==> config.mk <==
export PLATFORM = sky130hd
export DESIGN_NAME = rr_mux_arbiter
export DESIGN_NICKNAME = d
export VERILOG_FILES = /design/src/rtl/rr_mux_arb_pkg.sv /design/src/rtl/recurse_mux.sv /design/src/rtl/rr_mux_arbiter.sv
export SDC_FILE = /design/constraint.sdc
export NUM_CORES = 1
export LEC_CHECK = 0
export CORE_AREA = 5 5 50 48
export DETAILED_ROUTE_END_ITERATION = 10
export DIE_AREA = 0 0 55 53
export PLACE_DENSITY_LB_ADDON = 0.3
export SYNTH_ARGS = -nofsm -noshare
export SYNTH_HDL_FRONTEND = slang
export SYNTH_SLANG_ARGS = --single-unit
export TNS_END_PERCENT = 5
==> constraint.sdc <==
create_clock -name clk -period 2.5 [get_ports clk]
set_clock_uncertainty 0.1 [all_clocks]
set_input_delay 0.5 -clock clk [delete_from_list [all_inputs] [get_ports clk]]
set_output_delay 0.5 -clock clk [all_outputs]
set_load 0.05 [all_outputs]
==> src/rtl/rr_mux_arb_pkg.sv <==
// Shared types and helpers for rr_mux_arbiter: FSM state enum, rotating first-set search
// and one-hot to index conversion, sized for up to 2**MaxS requesters.
package rr_mux_arb_pkg;

   localparam int unsigned MaxS = 6;
   localparam int unsigned MaxN = 1 << MaxS;

   typedef enum logic [0:0] {
      StIdle,
      StGrant
   } arb_state_e;

   // One-hot of the first set bit of vec[n-1:0], searching upward from start with wrap-around.
   function automatic logic [MaxN-1:0] rr_first_set(input logic [MaxN-1:0] vec,
                                                   input int unsigned    start,
                                                   input int unsigned    n);
      logic [MaxN-1:0] oh;
      logic            found;
      logic [MaxS-1:0] idx;
      oh    = '0;
      found = 1'b0;
      for (int unsigned k = 0; k < MaxN; k++) begin
         if (k < n) begin
            idx = MaxS'((start + k) % n);
            if (!found && vec[idx]) begin
               oh[idx] = 1'b1;
               found   = 1'b1;
            end
         end
      end
      return oh;
   endfunction

   function automatic logic [MaxS-1:0] onehot_to_idx(input logic [MaxN-1:0] oh);
      logic [MaxS-1:0] idx;
      idx = '0;
      for (int i = 0; i < MaxN; i++) begin
         if (oh[i]) idx = idx | MaxS'(i);
      end
      return idx;
   endfunction

endpackage

==> src/rtl/recurse_mux.sv <==
// Combinational 2**S-to-1 mux of T-bit words, built as a recursive tree of 2:1 stages.
module recurse_mux #(
   parameter int unsigned S = 2,
   parameter int unsigned T = 1
) (
   input  logic [(2**S)*T-1:0] d,
   input  logic [S-1:0]        sel,
   output logic [T-1:0]        z
);

   localparam int unsigned Half = (2**S) / 2;

   if (S == 1) begin : g_leaf
      assign z = sel[0] ? d[2*T-1:T] : d[T-1:0];
   end else begin : g_node
      logic [T-1:0] z_lo;
      logic [T-1:0] z_hi;

      recurse_mux #(
         .S(S - 1),
         .T(T)
      ) u_lo (
         .d  (d[Half*T-1:0]),
         .sel(sel[S-2:0]),
         .z  (z_lo)
      );

      recurse_mux #(
         .S(S - 1),
         .T(T)
      ) u_hi (
         .d  (d[2*Half*T-1:Half*T]),
         .sel(sel[S-2:0]),
         .z  (z_hi)
      );

      assign z = sel[S-1] ? z_hi : z_lo;
   end

endmodule

==> src/rtl/rr_mux_arbiter.sv <==
// Round-robin arbiter sharing one recurse_mux among 2**S requesters over valid/ready.
// Optional burst-hold via `lock` when RR_MUX_ARB_LOCK_EN is defined.
module rr_mux_arbiter
   import rr_mux_arb_pkg::*;
#(
   parameter int unsigned S = 2,
   parameter int unsigned T = 1
) (
   input  logic                clk,
   input  logic                rst,
   input  logic [(2**S)-1:0]   req,
`ifdef RR_MUX_ARB_LOCK_EN
   input  logic [(2**S)-1:0]   lock,
`endif
   input  logic [(2**S)*T-1:0] d,
   output logic [(2**S)-1:0]   grant,
   output logic [S-1:0]        sel,
   output logic                valid,
   output logic [T-1:0]        z,
   input  logic                ready
);

   localparam int unsigned N = 2**S;

   arb_state_e      state_q, state_d;
   logic [N-1:0]    grant_q, grant_d;
   logic [S-1:0]    sel_q, sel_d;
   logic [S-1:0]    ptr_q, ptr_d;
   logic [MaxN-1:0] req_ext;
   logic [MaxN-1:0] win_oh;
   logic            hold_burst;

   always_ff @(posedge clk) begin
      if (rst) begin
         state_q <= StIdle;
         grant_q <= '0;
         sel_q   <= '0;
         ptr_q   <= '0;
      end else begin
         state_q <= state_d;
         grant_q <= grant_d;
         sel_q   <= sel_d;
         ptr_q   <= ptr_d;
      end
   end

   always_comb begin
      req_ext        = '0;
      req_ext[N-1:0] = req;
      win_oh         = rr_first_set(req_ext, 32'(ptr_q), N);
   end

`ifdef RR_MUX_ARB_LOCK_EN
   assign hold_burst = lock[sel_q] && req[sel_q];
`else
   assign hold_burst = 1'b0;
`endif

   always_comb begin
      state_d = state_q;
      grant_d = grant_q;
      sel_d   = sel_q;
      ptr_d   = ptr_q;
      unique case (state_q)
         StIdle: begin
            if (|req) begin
               state_d = StGrant;
               grant_d = N'(win_oh);
               sel_d   = S'(onehot_to_idx(win_oh));
            end
         end
         StGrant: begin
            // A locked transfer keeps the grant and the pointer for the next beat.
            if (ready && !hold_burst) begin
               state_d = StIdle;
               grant_d = '0;
               ptr_d   = sel_q + S'(1);
            end
         end
         default: state_d = StIdle;
      endcase
   end

   always_comb begin
      valid = (state_q == StGrant);
      grant = grant_q;
      sel   = sel_q;
   end

   recurse_mux #(
      .S(S),
      .T(T)
   ) u_mux (
      .d  (d),
      .sel(sel_q),
      .z  (z)
   );

endmodule

==> metrics.cfg, run 1 <==
[final_layout]
multi_input_area_sq_um=544
final_cell_area_sq_mm=0.00104
regArea_sq_um=180
drive_gt1_share_pct=20.5
diodes=0
final.fill_count=177
fin_util_pct=57.3
syn2layout_area_growth_pct=36.1
nNetsFinal=130

[sta]
min_period_over_period_pct=93.7
hold_viol_final=0
layout_min_cycle_time_ns=2.34
setup_viol=0
rsz0062_at_grt=no
slew_viol_final=0
fmax_mhz=427
worst_pin_slew_ns=0.495
finalSetupTns_ns=0
max_slew_margin_pct=66.9

[worst_setup_path]
critPathMaxStageDelay_ns=0.89
critPathMaxFanout=13
arrival_ns=1.74
startpoint_type=flop
crit_type=flop to output port
required_ns=1.90
cp-end-kind=output port
crit_chain=clkdlybuf4s50_1
cp_num_buf_inv=1
cp_slowest_cell=clkdlybuf4s50_1
cpLargestDelayFamily=buffers and inverters

[synthesis]
ys_ff_latch=9
ys_async_sr_fraction_pct=0
syn_nets=102
synth_edf_count=0
synth_common_cells=nor2_1 (12), dfxtp_1 (9), a21oi_1 (8), ha_1 (6)
yosys_warnings=0
avgSynthCellArea_sq_um=9.01
synthCells=85
yosys.area.top_type_share_pct=23.5
synth_top_flop_cell=dfxtp_1
yosysSeqAreaShare_pct=23.5
synth_most_common_cell=nor2_1
yosysTopAreaCell=dfxtp_1
ys_top_cells_by_area=dfxtp_1 (24%), mux4_2 (12%), ha_1 (9.8%)
synth.distinct_cells=34
syn_area_sq_um=766

[routing]
drt_pass1_iterations=4
drc=0
wl_per_cell_um=13.0
drt-total-wl_um=1780
dr.first_iter.drc_count=13
viasPerCell=5.35
ant_nets=0
via_count=733

[floorplanning]
fp.dieW_um=55
start_util_pct=42.1
die_y_um=53
coreArea_sq_mm=0.00182
row_count=15
io_pins=19
die_area_sq_mm=0.00292

[global_route]
grt_pass1_vias=732
antenna_found_initial=0
grt-ovfl-total=0
grt_pass1_wl_um=3060
grt_max_degree=14
grt_usage_pct=14.7

[power_and_ir_drop]
leakage_nw=0.401
powerDensity_mw_per_mm2=513
internal_power_uw=336
swShare_pct=37.2
ir_worst_vdd_uv=320
clockPowerShare_pct=21.6
p_switching_uw=199
pwr-share-seq_pct=32.5
power_frac_comb_pct=45.9

[clock_network]
cts_root_buf=clkbuf_4
cts.sinks=9
clockBufferDepth=2
cts_tree=yes
cts.clk_slew.worst_paths_ns=0.06
cts_setup_buffers=0
postCtsHoldBufs=0
clk_latency_ns=0.27
cts_buffers=3
post_cts_resized=0
h-tree-depth=1

[run]
drv_cap=0

[placement]
placed_cell_area_sq_mm=0.00102
port-buffer-count=18
hpwl_um=1430
gp_congestion=0.763

[run_status]
status=finished clean

[worst_hold_path]
min_path_type=flop to flop

[layout by cell type (no fill, tap or decap), types with 4 or more instances in the layout]
cell type and n:
inv_1 4, nor2_1 12, a21oi_1 8, mux4_2 4
dfxtp_1 9, ha_1 6, nand2_1 4, buf_4 10
clkdlybuf4s50_1 17
[path summary, 6_finish.rpt]
path / from / slack, ns / cells past startpoint / to
setup / recovery: valid$_SDFFE_PP0P_ / 0.16 / 1 / valid
hold reg to reg: grant[3]$_SDFFE_PP0P_ / 0.37 / 2 / grant[3]$_SDFFE_PP0P_
hold / removal: grant[3]$_SDFFE_PP0P_ / 0.37 / 2 / grant[3]$_SDFFE_PP0P_
setup reg to reg: ptr_q[0]$_SDFFE_PP0P_ / 0.22 / 7 / sel[1]$_SDFFE_PP0P_
[layer usage]
metal	share of wire, %	track usage (%)	vias up
met4	0.96	3.64	0
met5	0	0	-
li1	-	-	373
met3	5.3	5.07	2
met2	49	24.0	19
met1	45	18.2	339
[power by group through the flow]
| stage | Sequential (mW) | Clock [mW] | Combinational [mW] |
|---|---|---|---|
| after floorplan | 0.205 | 0 | 0.137 |
| after global placement | 0.176 | 0 | 0.243 |
| after detailed placement | 0.177 | 0 | 0.246 |
| after CTS | 0.174 | 0.118 | 0.246 |
| after global routing | 0.176 | 0.126 | 0.267 |
| final | 0.174 | 0.116 | 0.245 |
[cell families after synthesis]
family          count (synthesis)  share of synthesized area [%]
fa+ha+maj                       6                           9.80
simple gates                   30                           20.4
xor+xnor                        1                           1.14
mux                             7                           18.1
flops                           9                           23.5
buf+inv                         8                           5.39
compound gates                 24                           21.6
[metrics by stage]
stage | setup slack, ns | instances | total power [mW] | hold slack [ns]
floorplan | 0.176 | 85 | 0.342 | 0.446
global placement | -0.0454 | 133 | 0.419 | 0.361
detailed placement | -0.126 | 133 | 0.423 | 0.364
CTS | 0.164 | 137 | 0.538 | 0.372
global route | 0.0106 | 137 | 0.568 | 0.415
finish | 0.158 | 137 | 0.535 | 0.374
[state kept, by name (all words and copies together) (netlist names)]
name and flops:
sel 2, grant 4, ptr_q 2, valid 1
[cell type report]
class / instances / share of cell area (%)
Timing Repair Buffer: 27 / 23.5
Multi-Input combinational cell: 68 / 52.2
Tap cell: 25 / 3.00
Inverter: 4 / 1.44
Sequential cell: 9 / 17.3
Clock buffer: 4 / 2.52
(Power assumes the default switching activity.)
==> run 2: changes to the inputs <==
Settings changed: ABC_CLOCK_PERIOD_IN_PS set to 2500.
==> results of run 2 <==
The final DEF is identical to that of run 1; final timing and power are the same.
